$ cat src/rtl/mdu_seq_pkg.sv
// Shared definitions for the multiply/divide sequencer: op codes, FSM states, op decode helpers.
package mdu_seq_pkg;

    typedef enum logic [1:0] {
        OpMultu = 2'b00,
        OpMult  = 2'b01,
        OpDivu  = 2'b10,
        OpDiv   = 2'b11
    } op_e;

    typedef enum logic [2:0] {
        StIdle,
        StPrep,
        StRun,
        StFix,
        StDone
    } state_e;

    function automatic logic op_is_div(op_e op);
        return (op == OpDivu) || (op == OpDiv);
    endfunction

    function automatic logic op_is_signed(op_e op);
        return (op == OpMult) || (op == OpDiv);
    endfunction

endpackage

$ cat src/rtl/mdu_seq_addsub33.sv
// Add/subtract with carry out; the only arithmetic unit stepped during the iteration phase.
module mdu_seq_addsub33 #(
    parameter int unsigned W = 33
) (
    input  logic [W-1:0] i_a,
    input  logic [W-1:0] i_b,
    input  logic         i_sub,
    output logic [W-1:0] o_sum,
    output logic         o_cout
);

    logic [W-1:0] w_b;
    logic [W:0]   w_res;

    // a + b, or a + ~b + 1; carry out of a subtract means a >= b (unsigned)
    always_comb begin
        w_b   = i_sub ? ~i_b : i_b;
        w_res = {1'b0, i_a} + {1'b0, w_b} + {{W{1'b0}}, i_sub};
    end

    assign o_sum  = w_res[W-1:0];
    assign o_cout = w_res[W];

endmodule

$ cat src/rtl/mdu_seq.sv
// Multi-cycle HI/LO unit: shift-add multiply and restoring divide over WIDTH iterations,
// with sign fix-up, MTHI/MTLO writes, cancel and divide-by-zero reporting.
module mdu_seq
    import mdu_seq_pkg::*;
#(
    parameter int unsigned WIDTH = 32,
    parameter int unsigned CNT_W = 6
) (
    input  logic             clk,
    input  logic             clrn,
    input  logic             start,
    input  logic [1:0]       op,
    input  logic [WIDTH-1:0] a,
    input  logic [WIDTH-1:0] b,
    input  logic             cancel,
    input  logic             whi,
    input  logic             wlo,
    input  logic [WIDTH-1:0] wdata,
    output logic             busy,
    output logic             ready,
    output logic             dz,
    output logic [WIDTH-1:0] hi,
    output logic [WIDTH-1:0] lo
);

    localparam int unsigned AW = WIDTH + 1;
    localparam logic [WIDTH-1:0]   One  = WIDTH'(1);
    localparam logic [2*WIDTH-1:0] One2 = (2 * WIDTH)'(1);

    state_e           r_state;
    op_e              r_op;
    logic [WIDTH-1:0] r_opa;
    logic [WIDTH-1:0] r_opb;     // raw b, then |mcand| or |divisor| from PREP on
    logic [WIDTH-1:0] r_acc_hi;  // product high half / partial remainder
    logic [WIDTH-1:0] r_acc_lo;  // multiplier -> product low half / dividend -> quotient
    logic [CNT_W-1:0] r_cnt;
    logic             r_neg_lo;  // negate product (mul) or quotient (div) in FIX
    logic             r_neg_hi;  // negate remainder in FIX
    logic             r_dz_pend;
    logic             r_busy;
    logic             r_ready;
    logic             r_dz;
    logic [WIDTH-1:0] r_hi;
    logic [WIDTH-1:0] r_lo;

    logic             w_div;
    logic             w_sign_a;
    logic             w_sign_b;
    logic [WIDTH-1:0] w_abs_a;
    logic [WIDTH-1:0] w_abs_b;
    logic [AW-1:0]    w_as_a;
    logic [AW-1:0]    w_as_b;
    logic             w_as_sub;
    logic [AW-1:0]    w_as_sum;
    logic             w_as_cout;
    logic [2*WIDTH-1:0] w_prod_neg;
    logic [WIDTH-1:0] w_fix_hi;
    logic [WIDTH-1:0] w_fix_lo;

    // Operand magnitudes and signs for the signed ops
    always_comb begin
        w_div    = op_is_div(r_op);
        w_sign_a = op_is_signed(r_op) & r_opa[WIDTH-1];
        w_sign_b = op_is_signed(r_op) & r_opb[WIDTH-1];
        w_abs_a  = w_sign_a ? (~r_opa + One) : r_opa;
        w_abs_b  = w_sign_b ? (~r_opb + One) : r_opb;
    end

    // Steer the shared adder: trial subtract for divide, conditional add for multiply
    always_comb begin
        w_as_a   = '0;
        w_as_b   = '0;
        w_as_sub = 1'b0;
        if (w_div) begin
            w_as_a   = {r_acc_hi, r_acc_lo[WIDTH-1]};
            w_as_b   = {1'b0, r_opb};
            w_as_sub = 1'b1;
        end else begin
            w_as_a   = {1'b0, r_acc_hi};
            w_as_b   = r_acc_lo[0] ? {1'b0, r_opb} : '0;
            w_as_sub = 1'b0;
        end
    end

    mdu_seq_addsub33 #(
        .W (AW)
    ) u_addsub (
        .i_a    (w_as_a),
        .i_b    (w_as_b),
        .i_sub  (w_as_sub),
        .o_sum  (w_as_sum),
        .o_cout (w_as_cout)
    );

    // Sign fix-up of the raw magnitude result
    always_comb begin
        w_prod_neg = ~{r_acc_hi, r_acc_lo} + One2;
        w_fix_hi   = r_acc_hi;
        w_fix_lo   = r_acc_lo;
        if (w_div) begin
            if (r_neg_lo) w_fix_lo = ~r_acc_lo + One;
            if (r_neg_hi) w_fix_hi = ~r_acc_hi + One;
        end else if (r_neg_lo) begin
            {w_fix_hi, w_fix_lo} = w_prod_neg;
        end
    end

    // Sequencer FSM with datapath registers and registered outputs
    always_ff @(posedge clk or negedge clrn) begin
        if (!clrn) begin
            r_state   <= StIdle;
            r_op      <= OpMultu;
            r_opa     <= '0;
            r_opb     <= '0;
            r_acc_hi  <= '0;
            r_acc_lo  <= '0;
            r_cnt     <= '0;
            r_neg_lo  <= 1'b0;
            r_neg_hi  <= 1'b0;
            r_dz_pend <= 1'b0;
            r_busy    <= 1'b0;
            r_ready   <= 1'b0;
            r_dz      <= 1'b0;
            r_hi      <= '0;
            r_lo      <= '0;
        end else begin
            r_ready <= 1'b0;
            // MTHI/MTLO; a result written later in the same op overwrites these
            if (!r_busy) begin
                if (whi) r_hi <= wdata;
                if (wlo) r_lo <= wdata;
            end
            if (cancel) begin
                // Abort without touching hi/lo/dz; in IDLE this also drops start
                r_state <= StIdle;
                r_busy  <= 1'b0;
            end else begin
                unique case (r_state)
                    StIdle: begin
                        if (start) begin
                            r_opa     <= a;
                            r_opb     <= b;
                            r_op      <= op_e'(op);
                            r_dz      <= 1'b0;
                            r_dz_pend <= 1'b0;
                            r_busy    <= 1'b1;
                            r_state   <= StPrep;
                        end
                    end
                    StPrep: begin
                        r_cnt    <= '0;
                        r_acc_hi <= '0;
                        r_neg_lo <= w_sign_a ^ w_sign_b;
                        if (w_div) begin
                            r_acc_lo <= w_abs_a;
                            r_opb    <= w_abs_b;
                            r_neg_hi <= w_sign_a;
                            if (r_opb == '0) begin
                                // Zero divisor skips RUN; FIX passes this result through unchanged
                                r_dz_pend <= 1'b1;
                                r_acc_hi  <= r_opa;
                                r_acc_lo  <= '1;
                                r_neg_lo  <= 1'b0;
                                r_neg_hi  <= 1'b0;
                                r_state   <= StFix;
                            end else begin
                                r_state <= StRun;
                            end
                        end else begin
                            r_acc_lo <= w_abs_b;
                            r_opb    <= w_abs_a;
                            r_neg_hi <= 1'b0;
                            r_state  <= StRun;
                        end
                    end
                    StRun: begin
                        if (w_div) begin
                            r_acc_hi <= w_as_cout ? w_as_sum[WIDTH-1:0] : w_as_a[WIDTH-1:0];
                            r_acc_lo <= {r_acc_lo[WIDTH-2:0], w_as_cout};
                        end else begin
                            r_acc_hi <= w_as_sum[AW-1:1];
                            r_acc_lo <= {w_as_sum[0], r_acc_lo[WIDTH-1:1]};
                        end
                        r_cnt <= r_cnt + CNT_W'(1);
                        if (r_cnt == CNT_W'(WIDTH - 1)) r_state <= StFix;
                    end
                    StFix: begin
                        r_hi    <= w_fix_hi;
                        r_lo    <= w_fix_lo;
                        r_dz    <= r_dz_pend;
                        r_ready <= 1'b1;
                        r_busy  <= 1'b0;
                        r_state <= StDone;
                    end
                    StDone: begin
                        // start here is ignored; the next op begins from IDLE
                        r_state <= StIdle;
                    end
                    default: begin
                        r_busy  <= 1'b0;
                        r_state <= StIdle;
                    end
                endcase
            end
        end
    end

    assign busy  = r_busy;
    assign ready = r_ready;
    assign dz    = r_dz;
    assign hi    = r_hi;
    assign lo    = r_lo;

endmodule

$ cat config.mk
export PLATFORM = sky130hd
export DESIGN_NAME = mdu_seq
export DESIGN_NICKNAME = d
export VERILOG_FILES = /design/src/rtl/mdu_seq_pkg.sv /design/src/rtl/mdu_seq_addsub33.sv /design/src/rtl/mdu_seq.sv
export SDC_FILE = /design/constraint.sdc
export NUM_CORES = 1
export LEC_CHECK = 0
export CAP_MARGIN = 20
export CORE_ASPECT_RATIO = 0.75
export CORE_UTILIZATION = 60
export CTS_BUF_LIST = sky130_fd_sc_hd__clkbuf_8
export CTS_CLUSTER_DIAMETER = 60
export DETAILED_ROUTE_END_ITERATION = 8
export PLACE_DENSITY = 0.84
export SLEW_MARGIN = 10
export SYNTH_ARGS = -nofsm -noshare
export SYNTH_HDL_FRONTEND = slang
export SYNTH_SLANG_ARGS = --single-unit
$ cat constraint.sdc
create_clock -name clk -period 8.2 [get_ports clk]
set_input_delay 1.23 -clock clk [delete_from_list [all_inputs] [get_ports clk]]
set_output_delay 1.23 -clock clk [all_outputs]
set_load 0.005 [all_outputs]
---- Word level (Yosys, flattened, before mapping) ----
Index checks and enable logic that the tools add are counted.
word-level totals
  register bits ........................... 209
  input port bits ......................... 104
  output and inout bits ................... 67
  word-level logic and storage cells ...... 117
operators by class
  add/subtract/negate cells ............... 8
  equality and inequality tests ........... 14
  mux-type cells .......................... 54
  bitwise operators ....................... 10
  reductions and logical operators ........ 16
operators by type and width
  operator                 count
  $mux W32                 27
  $pmux W32 S2             3
  $add A32 B1 Y32 const B  4
  $not A32 Y32             4
  $mux W33                 2
  $add A64 B1 Y64 const B  1
  $not A64 Y64             1
  $add A33 B33 Y34         1
  $add A34 B1 Y34          1
  $not A32 Y33             1
  $logic_not A32 Y1        1
  $mux W1                  13
  $mux W3                  4
  $pmux W3 S4              1
  $pmux W6 S2              1
  $reduce_and A3 Y1        3
  $reduce_and A2 Y1        4
  $add A6 B1 Y6 const B    1
  $eq A3 B2 Y1 const B     2
  $eq A6 B5 Y1 const B     1
  $ne A2 B2 Y1 const B     3
  $ne A3 B3 Y1 const B     2
  $pmux W1 S2              3
  $reduce_bool A2 Y1       3
  12 further kinds         15

---- Logic depth before layout (Yosys ltp) ----
Gate-level depths: netlist of run 1.
  depth in word-level cells ............... 10
  gate-level depth with buffers ........... 19
  mapped depth without buffers ............ 13

---- Cells and area by module ----
From an unflattened synthesis of run 1, not the netlist that was laid out.
second synthesis, totals
  cell total of the unflattened synthesis .. 2061
  area total of the unflattened synthesis .. 17043.8 um^2
by module, submodules not included
  module            times used  cells an instance  area each (um^2)  seq. area each (um^2)
  mdu_seq           1           1736               14779.2           5230.0
  mdu_seq_addsub33  1           325                2264.7            0.0

---- Worst setup path after synthesis of run 1 ----
Ideal clock, no wire load.
  path type ............................... register to register
  start point ............................. reg r_op[1]
  end point ............................... reg r_acc_hi[31]
  setup time .............................. 0.140 ns
  arrival ................................. 4.340 ns
  data required time ...................... 8.060 ns
  slack ................................... 3.721 ns
  cell stages (with the launch flop) ...... 16
  buffers on the path ..................... 5
  cell sequence ........................... dfrtp_1 -> clkbuf_1 -> buf_1 -> clkbuf_1 -> buf_1 -> mux2_2 -> ha_1 -> nand2_1 -> o31ai_1 -> a311oi_1 -> or3_1 -> clkbuf_1 -> a2111oi_0 -> o21ai_0 -> a31oi_1 -> a31oi_1
between the ends
  word-level cells in the longest chain between the ends .. 10
ends and longest elaborated chain
  what                    RTL line                text
  from (decl)             mdu_seq.sv:31           op_e r_op;
  from (signal assigned)  mdu_seq.sv:112          r_op <= OpMultu;
  from (signal assigned)  mdu_seq.sv:143          r_op <= op_e'(op);
  $eq A2 B2 Y1            mdu_seq_pkg.sv:20       return (op == OpDivu) || (op == OpDiv);
  $logic_or A1 B1 Y1 (*)  mdu_seq_pkg.sv:20
  $mux W32                mdu_seq.sv:74           if (w_div) begin
  $not A32 Y33            mdu_seq_addsub33.sv:17  w_b = i_sub ? ~i_b : i_b;
  $mux W33                mdu_seq_addsub33.sv:17
  $add A33 B33 Y34        mdu_seq_addsub33.sv:18  w_res = {1'b0, i_a} + {1'b0, w_b} + {{W{1'b0}}, i_sub};
  $add A34 B1 Y34         mdu_seq_addsub33.sv:18
  $mux W32                mdu_seq.sv:178          r_acc_hi <= w_as_cout ? w_as_sum[WIDTH-1:0] : w_as_a[WIDTH-1:0];
  $mux W32                mdu_seq.sv:177          if (w_div) begin
  $pmux W32 S2 (*)        mdu_seq.sv:138          unique case (r_state)
  to (signal assigned)    mdu_seq.sv:161          r_acc_hi <= r_opa;
  to (signal assigned)    mdu_seq.sv:178
  to (signal assigned)    mdu_seq.sv:181          r_acc_hi <= w_as_sum[AW-1:1];
  to (decl)               mdu_seq.sv:34           logic [WIDTH-1:0] r_acc_hi;
Mark *: on every way between the ends. The rest lies on a longest branch, timed or not.
A chain may end at the register's enable or synchronous reset.

---- Final worst setup path of run 1 ----
  start point ............................. reg r_op[1]
  end point ............................... reg r_acc_hi[2]
Same word-level chain as after synthesis.

==> results of run 1 <==
==> layout make-up <==
class / instances / area (µm²) / area share (%)
multi-input cells: 1628 / 10300 / 54.8
flip-flops and latches: 209 / 5230 / 27.7
clock inverters: 17 / 193 / 1.02
inverters: 31 / 116 / 0.616
repair buffers: 197 / 1920 / 10.2
clock buffers: 46 / 633 / 3.35
well taps: 344 / 430 / 2.28
==> Yosys cell counts, types with 4 or more instances <==
cell / count / share of area, %
and3_1: 14 / 0.54
o311ai_0: 12 / 0.64
o21a_1: 14 / 0.64
mux2i_1: 84 / 5.2
a22oi_1: 10 / 0.46
o211ai_1: 9 / 0.41
or2_2: 8 / 0.31
o31ai_1: 27 / 1.2
a211oi_1: 33 / 1.5
o21ai_0: 218 / 6.7
o41ai_1: 15 / 0.81
nor4_1: 13 / 0.50
nand2b_1: 14 / 0.54
o221ai_1: 5 / 0.27
nand4_1: 18 / 0.69
xnor2_1: 91 / 4.9
nor3_1: 54 / 1.7
ha_1: 36 / 2.8
a41oi_1: 6 / 0.32
buf_1: 16 / 0.37
dfrtp_1: 209 / 32
mux2_2: 65 / 4.5
nor2_1: 139 / 3.2
nor3b_1: 4 / 0.18
a31oi_1: 33 / 1.3
inv_1: 29 / 0.67
clkbuf_1: 155 / 3.6
or3_1: 22 / 0.84
a21o_1: 10 / 0.46
nand2_1: 251 / 5.8
xor2_1: 55 / 3.0
nand3_1: 51 / 1.6
a21oi_1: 178 / 5.5
o22ai_1: 15 / 0.58
o31a_1: 4 / 0.21
and2_1: 12 / 0.46
a221oi_1: 15 / 0.81
or4_1: 17 / 0.78
nor2b_1: 18 / 0.69
==> layer usage <==
metal  wire length (µm)  GRT usage, %
met1              24200          59.4
met2              24600          59.8
met3               9050          16.1
met4               2690          18.4
met5                  0             0
==> power groups by stage <==
stage,Combinational [µW],Sequential (µW),Clock (µW)
3_5_place_dp,3700,2000,0
4_1_cts,3720,1990,1110
3_3_place_gp,3660,1990,0
5_1_grt,4140,2050,1160
6_report,3830,2040,1110
2_1_floorplan,2810,1610,0
==> kinds of logic after synthesis <==
group	Yosys count
and+or+nand+nor	657
AOI/OAI and AO/OA	639
DFF	209
buffers and inverters	204
muxes	149
xor gates and xnor gates	146
adders and majority gates	37
==> per-stage QoR <==
step | hold WS [ns] | worst slack (ns) | power, µW
after floorplan | 0.451 | 3.72 | 4410
after global placement | 0.475 | 2.86 | 5640
after detailed placement | 0.510 | 2.73 | 5690
after CTS | 0.527 | 2.69 | 6820
after global routing | 0.543 | 2.17 | 7350
final | 0.518 | 2.51 | 6980
==> worst min-delay path, stage by stage, from the launching register on <==
cell and delay [ns]:
dfrtp_1 0.36, a21oi_1 0.05, nor2_1 0.07
==> sequential cells by signal (all words and copies together), names as in the netlist, 3 cells and up <==
register  count
r_cnt         6
r_state       3
r_opa        32
hi           32
r_acc_hi     32
r_opb        32
r_acc_lo     32
lo           32
==> path summary, 6_finish.rpt <==
path | start | endpoint | slack (ns) | cells past startpoint
setup / recovery | r_op[1]$_DFFE_PN0P_ | r_acc_hi[2]$_DFFE_PN0P_ | 2.51 | 12
min in group asynchronous | clrn | r_op[0]$_DFFE_PN0P_ | 0.75 | 1
max in group asynchronous | clrn | r_op[1]$_DFFE_PN0P_ | 6.06 | 2
hold / removal | r_dz_pend$_DFFE_PN0P_ | r_dz_pend$_DFFE_PN0P_ | 0.52 | 2
hold reg to reg | r_dz_pend$_DFFE_PN0P_ | r_dz_pend$_DFFE_PN0P_ | 0.52 | 2
setup reg to reg | r_op[1]$_DFFE_PN0P_ | r_acc_hi[2]$_DFFE_PN0P_ | 2.51 | 12
==> results_dict.tcl, run 1 <==
set metrics [dict create \
    internal_power_uw 3530 \
    n_fill_cell 2077 \
    fin_nets 2245 \
    p_leak_uw 0.00750 \
    syn_nets 2182 \
    grt_max_degree 124 \
    fin_util_pct 71.8 \
    fmaxAchievable_mhz 176 \
    yosysSeqAreaShare_pct 32.1 \
    worstPathMaxFanout 79 \
    relSlewSlack_pct 25.7 \
    power_switching_uw 3450 \
    cts.htree.levels 2 \
    post_cts_buffers 0 \
    path_cells "inv_2 -> buf_4 -> o21ai_0 -> ha_1 -> nand4_1 -> nor4_1 -> nand3_1 -> nor3_1 -> or3_1 -> nor3_1 -> a221oi_1 -> o211ai_1" \
    place_inst 2409 \
    hold_class "reg2reg" \
    drt_first_pass_iters 8 \
    dp_hpwl_mm 44.5 \
    wl_per_cell_um 24.5 \
    cts_resized 0 \
    vias 17000 \
    netlist_instances 2041 \
    worst-path-buf-inv 2 \
    final_cell_area_um2 18900 \
    via_per_inst 6.88 \
    drt_iter0_markers 2406 \
    root_buffer "clkbuf_8" \
    clk_pin_slew_ns 0.06 \
    antenna_found_initial 0 \
    die_area_um2 27800 \
    cts_hold_buf 0 \
    switching_share_pct 49.4 \
    power.share.clock_pct 15.9 \
    start_kind "register" \
    rsz0062_at_grt "no" \
    crit_path_top_delay_cell "or3_1" \
    grt_pass1_vias 15500 \
    num_rows 51 \
    tightestPinTransition_ns 1.11 \
    final_common_cell "nand2_1" \
    die_h_um 145 \
    fin_setup_tns_ns 0 \
    initial_core_util_pct 62.0 \
    cellPowerDensity_nw_per_um2 370 \
    syn_area_um2 16300 \
    tritoncts "built" \
    cpPeakStageDelay_ns 0.85 \
    power_frac_seq_pct 29.2 \
    grt_pass1_wl_mm 90.3 \
    ys_warn_count 0 \
    cts_buffers 37 \
    postPlaceCellArea_um2 18000 \
    overflow 0 \
    die_w_um 192 \
    synthXorXnorAreaFrac_pct 7.85 \
    gr-usage-all-layers_pct 43.0 \
    setup_viol 0 \
    insertion_delay_ns 0.56 \
    pin_count 171 \
    cp-end-kind "register" \
    fp.coreArea_um2 26300 \
    port_buffers 170 \
    arrival_ns 6.06 \
    drc_errors 0 \
    instances_no_fill 2472 \
    ys_ff_latch 209 \
    synth-compound-area-share_pct 23.7 \
    synth_top_family_by_area "compound AO/OA/AOI/OAI gates" \
    clockBufferDepth 3 \
    pwr-share-comb_pct 54.9 \
    detail-route-antenna-nets 0 \
    required_ns 8.57 \
    maxCapViolCount 0 \
    crit_type "reg2reg" \
    fin_crit_ns 5.69 \
    synth.area.mux_share_pct 9.65 \
    period_share_pct 69.3 \
    synthSimpleGateAreaFrac_pct 19.1 \
    cp_common_cell "nor3_1" \
    layout-drive-gt1-share_pct 8.83 \
    ir_drop_v 0.000273 \
    final_cell_mix "251 x nand2_1, 218 x o21ai_0, 208 x dfrtp_1" \
    outcome "complete, no violations" \
    cp_top_family "simple AND/OR/NAND/NOR gates" \
    ys_types 74 \
    synthFlopType "dfrtp_1" \
    clock-sinks 209 \
    syn_area_per_cell_um2 7.98 \
    area_growth_pct 15.8 \
    n_antenna_cell 0 \
    final_max_slew_viol_count 0 \
    wl_mm 60.6 \
    fin_worst_skew_ns 0.0181 \
    place_congestion 1.05 \
    async_reset_ff_share_pct 100 \
    synth_edf_count 0 \
    hold_violations 0 \
    synthAdderAreaFrac_pct 2.89 \
]
Power figures use the tool's default switching activity.
==> run 2, diff against run 1 <==
CORE_UTILIZATION = 54   (was 60)
PLACE_DENSITY = 0.8   (was 0.84)
clock period = 4.7 ns   (was 8.2 ns; I/O delays follow)
==> run 2 against run 1 <==
  * Power increased by 79%
  * Worst hold slack got worse by 0.33 ns
  * Die area increased by 11%
  * Largest cell class unchanged
  * Largest power group unchanged
==> results_dict.tcl, run 2 (same netlist as run 1, synthesis figures left out) <==
set metrics [dict create \
    outcome "complete, no violations" \
    fin_util_pct 65.2 \
    detail-route-antenna-nets 0 \
    fin_setup_tns_ns 0 \
    rsz0062_at_grt "no" \
    vias 16900 \
    insertion_delay_ns 0.60 \
    clk_pin_slew_ns 0.07 \
    tritoncts "built" \
    antenna_found_initial 3 \
    place_congestion 1.02 \
    tightestPinTransition_ns 1.07 \
    initial_core_util_pct 55.4 \
    fp.coreArea_um2 29400 \
    hold_class "in2async" \
    fin_worst_skew_ns 0.0362 \
    cts_resized 0 \
    port_buffers 170 \
    required_ns 5.13 \
    cp_top_family "compound AO/OA/AOI/OAI gates" \
    path_cells "buf_4 -> o21ai_0 -> ha_1 -> nand2_1 -> o31ai_1 -> a311oi_1 -> or3_1 -> a2111oi_0 -> o21ai_0 -> a31oi_1 -> a31oi_1" \
    post_cts_buffers 0 \
    period_share_pct 91.7 \
    crit_type "reg2reg" \
    grt_max_degree 132 \
    start_kind "register" \
    wl_per_cell_um 25.4 \
    die_w_um 203 \
    clockBufferDepth 3 \
    grt_pass1_wl_mm 98.3 \
    setup_viol 0 \
    clock-sinks 209 \
    root_buffer "clkbuf_8" \
    cts_buffers 37 \
    drt_iter0_markers 2456 \
    fin_crit_ns 4.31 \
    cp-end-kind "register" \
    cts.htree.levels 2 \
    pin_count 171 \
    final_cell_mix "251 x nand2_1, 218 x o21ai_0, 208 x dfrtp_1" \
    gr-usage-all-layers_pct 41.7 \
    cellPowerDensity_nw_per_um2 651 \
    maxCapViolCount 0 \
    final_common_cell "nand2_1" \
    relSlewSlack_pct 28.3 \
    p_leak_uw 0.00764 \
    num_rows 54 \
    drc_errors 0 \
    crit_path_top_delay_cell "dfrtp_4" \
    arrival_ns 4.74 \
    area_growth_pct 17.5 \
    dp_hpwl_mm 49.5 \
    fin_nets 2278 \
    cp-startpoint "r_op[1]$_DFFE_PN0P_" \
    drt_first_pass_iters 6 \
    die_h_um 152 \
    fmaxAchievable_mhz 232 \
    worst-path-buf-inv 1 \
    layout-drive-gt1-share_pct 10.1 \
    overflow 0 \
    cpPeakStageDelay_ns 0.64 \
    final_max_slew_viol_count 0 \
    worstPathMaxFanout 27 \
    wl_mm 64.8 \
    via_per_inst 6.64 \
    die_area_um2 30900 \
    cts_hold_buf 0 \
    ir_drop_v 0.000494 \
    r2r-start "r_op[1]$_DFFE_PN0P_" \
    report.power.total_uw 12500 \
    hold_violations 0 \
    grt_pass1_vias 15600 \
]
-- run 2: power breakdown --
| part | total, µW | switching, µW | internal [µW] |
|---|---|---|---|
| registers | 3410 | 1090 | 2320 |
| clock network | 1820 | 847 | 974 |
| logic | 7230 | 4320 | 2910 |
-- run 2: worst paths after layout --
| kind | cells past startpoint | slack [ns] | endpoint |
|---|---|---|---|
| setup / recovery | 11 | 0.39 | r_acc_hi[31]$_DFFE_PN0P_ |
| hold / removal | 1 | 0.19 | r_opa[5]$_DFFE_PN0P_ |
| setup reg to reg | 11 | 0.39 | r_acc_hi[31]$_DFFE_PN0P_ |
| hold reg to reg | 2 | 0.52 | r_dz_pend$_DFFE_PN0P_ |
| max in group asynchronous | 2 | 3.36 | r_opb[20]$_DFFE_PN0P_ |
| min in group clk | 2 | 0.52 | r_dz_pend$_DFFE_PN0P_ |
-- run 2: worst register-to-register path, delay by kind of cell, from the launching register on --
family | cells | cell delay (ns)
adders and majority gates | 1 | 0.32
buffers and inverters | 1 | 0.42
and+or+nand+nor | 2 | 0.61
AOI/OAI and AO/OA | 7 | 2.18
DFF | 1 | 0.64
-- run 2: area by class of cell --
| type | count | area (µm²) |
|---|---|---|
| Timing Repair Buffer | 230 | 2210 |
| Sequential cell | 209 | 5230 |
| Inverter | 31 | 116 |
| Fill cell | 2544 | 10200 |
| Antenna cell | 1 | 2.50 |
| Clock inverter | 17 | 133 |
| Clock buffer | 45 | 619 |
| Tap cell | 392 | 490 |
| Multi-Input combinational cell | 1628 | 10300 |
-- run 2: through the flow --
step	cells	setup slack (ns)	area (µm²)	hold WS, ns
5_1_grt	2552	0.254	19100	0.239
4_1_cts	2552	0.530	19100	0.208
2_1_floorplan	2041	0.221	16300	0.409
6_report	2553	0.391	19100	0.186
3_3_place_gp	2490	0.732	18400	0.497
3_5_place_dp	2490	0.574	18400	0.497
-- run 2: routing by layer --
| metal | part of all wire (%) | vias to the layer above | global-route usage (%) |
|---|---|---|---|
| li1 | - | 7594 | - |
| met1 | 43 | 8086 | 61.8 |
| met2 | 41 | 1118 | 57.9 |
| met3 | 13 | 144 | 12.4 |
| met4 | 3.0 | 2 | 12.6 |
| met5 | 0.020 | - | 0 |
==> run 3, diff against run 2 <==
SKIP_LAST_GASP = 1   (was not set)
==> results of run 3 <==
No change in the layout: final DEF, timing and power equal those of run 2.
